$ cat config.mk
export PLATFORM = sky130hd
export DESIGN_NAME = div_recip_iter
export DESIGN_NICKNAME = d
export VERILOG_FILES = /design/src/rtl/div_pkg.sv /design/src/rtl/div_mul_trunc.sv /design/src/rtl/div_recip_iter.sv
export SDC_FILE = /design/constraint.sdc
export NUM_CORES = 2
export LEC_CHECK = 0
export ABC_CLOCK_PERIOD_IN_PS = 9600
export BUFFER_PORTS_ARGS = -buffer_cell sky130_fd_sc_hd__buf_2
export CORE_MARGIN = 2
export CORE_UTILIZATION = 60
export DETAILED_ROUTE_END_ITERATION = 10
export PLACE_DENSITY = 0.8
export SYNTH_ARGS = -nofsm -noshare
export SYNTH_HDL_FRONTEND = slang
export SYNTH_SLANG_ARGS = --single-unit
$ cat constraint.sdc
create_clock -name clk -period 9.6 [get_ports clk]
set_clock_uncertainty 0.1 [all_clocks]
set_input_delay 1.92 -clock clk [delete_from_list [all_inputs] [get_ports clk]]
set_output_delay 1.92 -clock clk [all_outputs]
set_load 0.01 [all_outputs]
$ cat src/rtl/div_pkg.sv
// Shared types and constants for the Goldschmidt mantissa divider.
package div_pkg;

    localparam int unsigned WF_DEF    = 30;
    localparam int unsigned ITERS_DEF = 3;
    localparam int unsigned LUT_IDX_W = 5;
    localparam int unsigned LUT_VAL_W = 24;

    // Q2.(WF_DEF-2) constants
    localparam logic [WF_DEF-1:0] ONE_Q = {2'b01, {(WF_DEF-2){1'b0}}};
    localparam logic [WF_DEF-1:0] TWO_Q = {2'b10, {(WF_DEF-2){1'b0}}};

    typedef enum logic [2:0] {
        S_IDLE,
        S_SEED,
        S_SCL_N,
        S_SCL_D,
        S_IT_N,
        S_IT_D,
        S_NORM,
        S_DONE
    } div_state_e;

endpackage

$ cat src/rtl/div_mul_trunc.sv
// Combinational Q2.(WF-2) x Q2.(WF-2) multiplier; product truncated back to Q2.(WF-2).
module div_mul_trunc #(
    parameter int unsigned WF = 30
) (
    input  logic [WF-1:0] a_i,
    input  logic [WF-1:0] b_i,
    output logic [WF-1:0] p_o
);

    // Q4.(2WF-4) product: drop WF-2 fraction bits and the two top integer bits
    assign p_o = WF'(((2*WF)'(a_i) * (2*WF)'(b_i)) >> (WF - 2));

endmodule

$ cat src/rtl/div_recip_iter.sv
// Iterative Goldschmidt divider for 1.23 mantissas, seeded by an external reciprocal table.
// Optional build macro DIV_ROUND_EN: round-to-nearest (half-ulp add) in NORM instead of truncation.
module div_recip_iter
    import div_pkg::*;
#(
    parameter int unsigned WF    = WF_DEF,
    parameter int unsigned ITERS = ITERS_DEF
) (
    input  logic                 clk,
    input  logic                 rst_n,
    input  logic                 in_valid,
    output logic                 in_ready,
    input  logic [23:0]          in_a,
    input  logic [23:0]          in_b,
    output logic [LUT_IDX_W-1:0] lut_index,
    input  logic [LUT_VAL_W-1:0] lut_value,
    output logic                 out_valid,
    input  logic                 out_ready,
    output logic [23:0]          out_q,
    output logic                 out_lt
);

    localparam int unsigned    IW      = (ITERS > 1) ? $clog2(ITERS) : 1;
    localparam logic [IW-1:0]  LAST_IT = IW'(ITERS - 1);
    localparam logic [WF-1:0]  TWO_L   = {2'b10, {(WF-2){1'b0}}};

    div_state_e    state_q, state_d;
    logic          in_ready_q, in_ready_d;
    logic [23:0]   a_q, a_d, b_q, b_d;
    logic [WF-1:0] r_q, r_d, n_q, n_d, d_q, d_d, f_q, f_d;
    logic [IW-1:0] it_q, it_d;
    logic [23:0]   quo_q, quo_d;
    logic          lt_q, lt_d;
    logic [WF-1:0] mul_x, mul_y, mul_p;
    logic [WF-1:0] a_ext, b_ext;
    logic          accept;

    assign accept    = in_valid && in_ready_q;
    assign a_ext     = {1'b0, a_q, {(WF-25){1'b0}}};
    assign b_ext     = {1'b0, b_q, {(WF-25){1'b0}}};
    assign lut_index = b_q[22:18];
    assign in_ready  = in_ready_q;
    assign out_q     = quo_q;
    assign out_lt    = lt_q;

    div_mul_trunc #(.WF(WF)) u_mul (
        .a_i (mul_x),
        .b_i (mul_y),
        .p_o (mul_p)
    );

    always_ff @(posedge clk or negedge rst_n) begin
        if (!rst_n) begin
            state_q    <= S_IDLE;
            in_ready_q <= 1'b0;
        end else begin
            state_q    <= state_d;
            in_ready_q <= in_ready_d;
        end
    end

    always_comb begin
        state_d = state_q;
        case (state_q)
            S_IDLE:  if (accept) state_d = S_SEED;
            S_SEED:  state_d = S_SCL_N;
            S_SCL_N: state_d = S_SCL_D;
            S_SCL_D: state_d = S_IT_N;
            S_IT_N:  state_d = S_IT_D;
            S_IT_D:  state_d = (it_q == LAST_IT) ? S_NORM : S_IT_N;
            S_NORM:  state_d = S_DONE;
            S_DONE:  if (out_ready) state_d = S_IDLE;
            default: state_d = S_IDLE;
        endcase
    end

    // in_ready is registered so it stays low through reset and rises one edge after release
    always_comb begin
        in_ready_d = (state_d == S_IDLE);
        out_valid  = (state_q == S_DONE);
    end

    always_comb begin
        a_d   = a_q;
        b_d   = b_q;
        r_d   = r_q;
        n_d   = n_q;
        d_d   = d_q;
        f_d   = f_q;
        it_d  = it_q;
        quo_d = quo_q;
        lt_d  = lt_q;
        mul_x = '0;
        mul_y = '0;
        case (state_q)
            S_IDLE: begin
                if (accept) begin
                    a_d = in_a;
                    b_d = in_b;
                end
            end
            S_SEED:  r_d = {2'b00, lut_value, {(WF-2-LUT_VAL_W){1'b0}}};
            S_SCL_N: begin
                mul_x = a_ext;
                mul_y = r_q;
                n_d   = mul_p;
            end
            S_SCL_D: begin
                mul_x = b_ext;
                mul_y = r_q;
                d_d   = mul_p;
            end
            S_IT_N: begin
                f_d   = TWO_L - d_q;
                mul_x = n_q;
                mul_y = f_d;
                n_d   = mul_p;
            end
            S_IT_D: begin
                mul_x = d_q;
                mul_y = f_q;
                d_d   = mul_p;
                it_d  = (it_q == LAST_IT) ? '0 : it_q + 1'b1;
            end
            S_NORM:  {lt_d, quo_d} = norm_result(n_q);
            default: ;
        endcase
    end

    // Quotient lies in [0.5,2); the lt path takes one extra fraction bit
    function automatic logic [24:0] norm_result(input logic [WF-1:0] n);
        logic [24:0] hi_sum, lo_sum;
        logic [24:0] res;
`ifdef DIV_ROUND_EN
        hi_sum = {1'b0, n[WF-2 -: 24]} + {24'd0, n[WF-26]};
        lo_sum = {1'b0, n[WF-3 -: 24]} + {24'd0, n[WF-27]};
        if (n[WF-2])
            res = {1'b0, hi_sum[24] ? 24'hFFFFFF : hi_sum[23:0]};
        else if (lo_sum[24])
            res = {1'b0, 24'h800000};
        else
            res = {1'b1, lo_sum[23:0]};
`else
        hi_sum = {1'b0, n[WF-2 -: 24]};
        lo_sum = {1'b1, n[WF-3 -: 24]};
        res    = n[WF-2] ? hi_sum : lo_sum;
`endif
        return res;
    endfunction

    always_ff @(posedge clk or negedge rst_n) begin
        if (!rst_n) begin
            a_q   <= '0;
            b_q   <= '0;
            r_q   <= '0;
            n_q   <= '0;
            d_q   <= '0;
            f_q   <= '0;
            it_q  <= '0;
            quo_q <= '0;
            lt_q  <= 1'b0;
        end else begin
            a_q   <= a_d;
            b_q   <= b_d;
            r_q   <= r_d;
            n_q   <= n_d;
            d_q   <= d_d;
            f_q   <= f_d;
            it_q  <= it_d;
            quo_q <= quo_d;
            lt_q  <= lt_d;
        end
    end

endmodule

Word level (Yosys, flattened, before mapping). Index checks and enable logic that the tools add are counted.

Register bits: 193. Logic and storage cells: 37. Output and inout port bits: 32.

Equality and inequality tests: 8. Add/sub/neg operators: 2. Reductions and logical operators: 7. $mul: 1. Mux-type cells: 8.

Operators with widths (number): 30-bit one-hot mux with 4 select lines (1); 30-bit one-hot mux with 3 select lines (1); 30-bit by 30-bit multiplier with 58-bit output (1); 30-bit subtractor (first input constant) (1); 25-bit two-way mux (1); 3-bit one-hot mux with 8 select lines (1); 3-bit equality test (second input constant) (4); 3-bit by 2-bit equality test with 1-bit output (second input constant) (2); 3-bit logical NOT (2); 3-bit two-way mux (2); 2-bit OR reduction (3); 2-bit two-way mux (2); 3-bit by 1-bit equality test with 1-bit output (second input constant) (1); 2-bit by 1-bit adder with 2-bit output (second input constant) (1); 2-bit equality test (second input constant) (1); 2-bit AND reduction (1); 1-bit logical AND (1).

Depth between registers and ports, before layout.
Depth in word-level cells: 4. Gate-level depth with buffers: 38. Depth with buffers taken out: 36.

By module. A second synthesis with hierarchy kept.

Cells, all modules: 4044. Area total of the unflattened synthesis: 38222.9 um^2.

By module, submodules not included: div_mul_trunc (cells an instance 3216, instances 1, seq. area each 0.0 um^2, area an instance 28985.3 um^2); div_recip_iter (cells an instance 828, instances 1, seq. area each 4829.6 um^2, area an instance 9237.6 um^2).

Worst setup path before layout. OpenSTA, ideal clock, no wires.

Kind: register to register. Start: register d_q[0]. End: register n_q[28]. Slack: -0.141 ns. Data arrival time: 9.516 ns. Data required time: 9.375 ns. Period minus slack after synthesis: 9.741 ns. Stages on the path, launching flop included: 38. Path through: dfrtp_1 -> inv_1 -> ha_1 -> nand2b_1 -> nor4_1 -> nand2_1 -> nor3_1 -> or3b_2 -> xor2_1 -> nand2_1 -> and2_1 -> clkbuf_1 -> clkbuf_1 -> nor2_1 -> fa_1 -> inv_1 -> fa_1 -> inv_1 -> [... 2 more ...] -> fa_1 -> inv_1 -> fa_1 -> fa_1 -> fa_1 -> inv_1 -> fa_1 -> inv_1 -> ha_1 -> a21oi_1 -> o21bai_1 -> a221oi_1 -> o221ai_1 -> a2111oi_0 -> nor4_1 -> a31oi_1 -> xnor2_1 -> mux2_2.

Cells in the longest elaborated chain, start to end: 3. Elaborated cells between the ends (all ways): 4. Classes of those cells: 1 x add/sub; 1 x mul; 2 x mux.

Ends and longest elaborated chain: start: declaration (RTL line div_recip_iter.sv:30) `logic [WF-1:0] r_q, r_d, n_q, n_d, d_q, d_d, f_q, f_d;`; start signal: assignment (RTL line div_recip_iter.sv:157) `d_q <= '0;`; start signal: assignment (RTL line div_recip_iter.sv:167) `d_q <= d_d;`; 30-bit subtractor (RTL line div_recip_iter.sv:114) `f_d = TWO_L - d_q;`; 30-bit one-hot mux with 3 select lines (RTL line div_recip_iter.sv:95) `case (state_q)`; 30-bit by 30-bit multiplier with 58-bit output (*) (RTL line div_mul_trunc.sv:11) `assign p_o = WF'(((2*WF)'(a_i) * (2*WF)'(b_i)) >> (WF - 2));`; end signal: assignment (RTL line div_recip_iter.sv:166) `n_q <= n_d;`; end: declaration (RTL line div_recip_iter.sv:30).

Mark *: on every way between the ends. The rest lies on a longest branch, timed or not. A chain may end at the register's enable or synchronous reset.

Final worst setup path.
Start: register d_q[11]. End: register d_q[25].

Cells in the longest elaborated chain, start to end: 3. Elaborated cells between the ends (all ways): 4. Classes of those cells: 1 x add/sub; 1 x mul; 2 x mux.

Ends and longest elaborated chain (RTL line): 30-bit subtractor (div_recip_iter.sv:114); 30-bit one-hot mux with 3 select lines (div_recip_iter.sv:95); 30-bit by 30-bit multiplier with 58-bit output (*) (div_mul_trunc.sv:11).

Marked as above.

==> results by group <==
Setup path
  – Most used cell, CP: fa_1
  – Slowest-stage cell, CP: or4_4
  – Arr. time, crit path: 9.84 ns
  – Worst-path fanout max: 5
  – CP Launch Type: flop
  – Worst EP required: 9.87 ns
  – Largest stage delay, worst path: 0.55 ns
  – Crit path capture type: flop
  – Setup CP Type: reg2reg

Worst hold path
  – Worst Hold Class: reg2reg

Global routing
  – GR met1 Demand/Resource: 0.480
  – Grt met3 use: 0.0837
  – Total GRT Usage: 0.393
  – Largest net degree at the start of global routing: 124
  – GR Overflow Total: 0
  – Vias in the first global route: 33900
  – First-pass GRT wire length: 188000 µm
  – Most Used Layer, Global Route: met2
  – Met2 usage: 0.624
  – Initial antenna violation count: 3

Route
  – Vias per cell: 5.96
  – DR WL/cell: 22.8 µm
  – DR DRC count: 0
  – First drt pass iteration count: 6
  – Via count: 31400
  – Post-route ant nets: 0
  – Initial drt markers: 3378
  – Drt total wl: 120000 µm

Synthesis
  – Largest family of logic cells by synthesized area: adder cells
  – Top-count cell post-synth: inv_1
  – Syn Area/Cell: 8.89 µm²
  – Netlist area before placement: 37400 µm²
  – Post-synth ARST share: 1.00
  – Number of synthesized flops with an enable pin: 0
  – Post-synth top area share: 0.416
  – Synthesized instance count: 4209
  – Simple-gate share of the synthesized area: 0.146
  – Post-synth top area cell: fa_1
  – XOR/XNOR Fraction of Synth Area: 0.0142
  – Post-Synth Adder-Cell Area: 0.494
  – Mux contribution to synthesized area: 0.0361
  – Top FF cell, synth: dfrtp_1
  – Compound-Gate Fraction of Synth Area: 0.0675
  – Leading post-synthesis cells by cell area: fa_1 42%, dfrtp_1 13%, inv_1 8.8%
  – Number of library cell types mapped by synthesis: 68
  – Synth cell count leaders: 882 x inv_1, 778 x fa_1, 641 x nand2_1
  – Syn Nets: 5297
  – Warnings from Yosys: 0
  – Synthesis-stage register bit count: 193
  – Sequential share of the synthesized area: 0.129

Flow run
  – MaxCap Viol Count: 0

STA
  – Hold_ws: 0.376 ns
  – Final hold vios: 0
  – Slew HR: 0.309
  – Slew Viols, Final: 0
  – Final Cycle Share: 0.997
  – F_max: 104 MHz
  – RSZ-0062 raised after global routing: true
  – Worst-Margin Slew: 1.04 ns
  – Tmin final: 9.57 ns
  – Final setup fails: 0

Floorplanning
  – Die H: 254 µm
  – Rows: 91
  – Core outline area: 61700 µm²
  – Die area: 64400 µm²
  – Initial Util: 0.607
  – Die X: 254 µm
  – IO Pins: 108

Clock network
  – Post-CTS Hold Buffers: 0
  – Clk slew on worst S/H paths: 0.09 ns
  – Max clock buf depth: 2
  – Clock latency on the worst-skew pair: 0.46 ns
  – H-tree levels: 4
  – Clk sinks: 193
  – Inserted Clock Buffers: 17
  – TritonCTS clock tree: built
  – Root Buffer: clkbuf_16

Final layout
  – Final Util: 0.681
  – Share of cells above drive strength 1: 0.150
  – Layout area overhead: 12.2%
  – Ant. Diodes: 0
  – Cell area after layout: 42000 µm²
  – NumNets Final: 5507

Power and ir drop
  – Cell leakage power: 21.6 nW
  – Comb power frac: 0.821
  – Cell Int Power: 5.33 mW
  – Sw frac: 0.573
  – Power, Total: 12.5 mW
  – PwrDens: 297 nW/µm²
  – Reg power frac: 0.117
  – P_sw: 7.15 mW
  – Clk pwr share: 0.062
  – Peak supply drop: 0.238 mV

Placement
  – Placed cell area: 40800 µm²
  – GPL Wtd Cong: 1.05
  – # port buffers: 107
  – Dpl hpwl: 99100 µm

Status
  – Outcome: complete, no violations
==> worst max-delay path, delay by kind of cell (launching register included) <==
| kind | cells | cell delay [ns] |
|---|---|---|
| compound gates | 6 | 1.21 |
| xor+xnor | 1 | 0.16 |
| fa+ha+maj | 9 | 4.29 |
| buf+inv | 11 | 1.22 |
| flops | 1 | 0.40 |
| simple gates | 8 | 2.08 |
==> cell usage in the layout (no fill, tap or decap), types with 9 or more instances in the layout <==
cell type / n
o21ai_0: 69
clkbuf_16: 17
mux2_2: 96
a221oi_2: 10
a221o_1: 18
a211oi_1: 9
nor3_1: 20
mux2i_1: 27
buf_2: 106
xnor2_1: 32
ha_1: 228
and2_1: 24
nand2_1: 636
nand3_1: 13
dfrtp_1: 193
o21bai_1: 13
a21oi_1: 71
buf_12: 26
nor2b_1: 11
fa_1: 774
a21o_1: 36
nor2_1: 506
buf_4: 282
inv_1: 879
a21oi_2: 9
nand4_1: 13
a22oi_1: 25
a221oi_1: 21
or2_2: 20
nand2b_1: 23
xor2_1: 25
a22o_1: 19
==> path summary, 6_finish.rpt <==
kind,from,to,slack [ns],cells after the start
worst max-delay path,d_q[11]$_DFFE_PN0P_,d_q[25]$_DFFE_PN0P_,0.03,35
worst min-delay path,n_q[0]$_DFFE_PN0P_,n_q[0]$_DFFE_PN0P_,0.38,2
worst max register to register,d_q[11]$_DFFE_PN0P_,d_q[25]$_DFFE_PN0P_,0.03,35
worst min register to register,n_q[0]$_DFFE_PN0P_,n_q[0]$_DFFE_PN0P_,0.38,2
max in group asynchronous,rst_n,f_q[17]$_DFFE_PN0P_,6.37,2
min in group asynchronous,rst_n,out_q[21]$_DFFE_PN0P_,1.52,1
==> cell families (layout without fill, tap and decap cells) <==
family                     count (synthesis)  count (layout)
DFF                                      193             193
buffers and inverters                   1112            1335
xor gates and xnor gates                  59              59
adders and majority gates               1012            1012
and+or+nand+nor                         1340            1340
AOI/OAI and AO/OA                        370             370
muxes                                    123             123
==> registers in the layout, indices dropped and copies added, names as in the netlist <==
signal / flops
f_q: 30
state_q: 3
out_lt: 1
d_q: 30
b_q: 24
it_q: 2
in_ready: 1
r_q: 24
out_q: 24
n_q: 30
a_q: 24
==> area by class of cell <==
class / count / area (µm²)
multi-input cells: 2904 / 28900
fillers: 4820 / 19700
flip-flops and latches: 193 / 4830
inverters: 882 / 3310
repair buffers: 421 / 3250
well taps: 837 / 1050
clock buffers: 17 / 425
clock inverters: 15 / 226
==> through the flow <==
step	instances	setup TNS, ns	setup slack (ns)
2_1_floorplan	4209	0	0.00312
3_3_place_gp	5230	-1.90	-0.243
3_5_place_dp	5230	-4.84	-0.430
4_1_cts	5262	0	0.00198
5_1_grt	5269	-1.50	-0.177
6_report	5269	0	0.0290
==> power by group through the flow <==
stage,logic [mW],clock network [mW],registers (mW)
6_report,10.2,0.776,1.46
4_1_cts,9.76,0.779,1.45
5_1_grt,10.9,0.812,1.49
3_3_place_gp,9.43,0,1.44
2_1_floorplan,5.51,0,1.36
3_5_place_dp,9.64,0,1.46
==> layer usage <==
| layer | wire length (µm) | up-vias |
|---|---|---|
| met5 | 26 | - |
| met4 | 10400 | 4 |
| met3 | 12800 | 591 |
| met2 | 55400 | 1942 |
| met1 | 41700 | 15800 |
| li1 | - | 13100 |
==> timing repair <==
action	CTS	global route
pin swaps	6	23
resized for setup	21	87
setup endpoints to repair	32	49
gates cloned	0	0
buffers inserted	0	7
(Power assumes the default switching activity.)
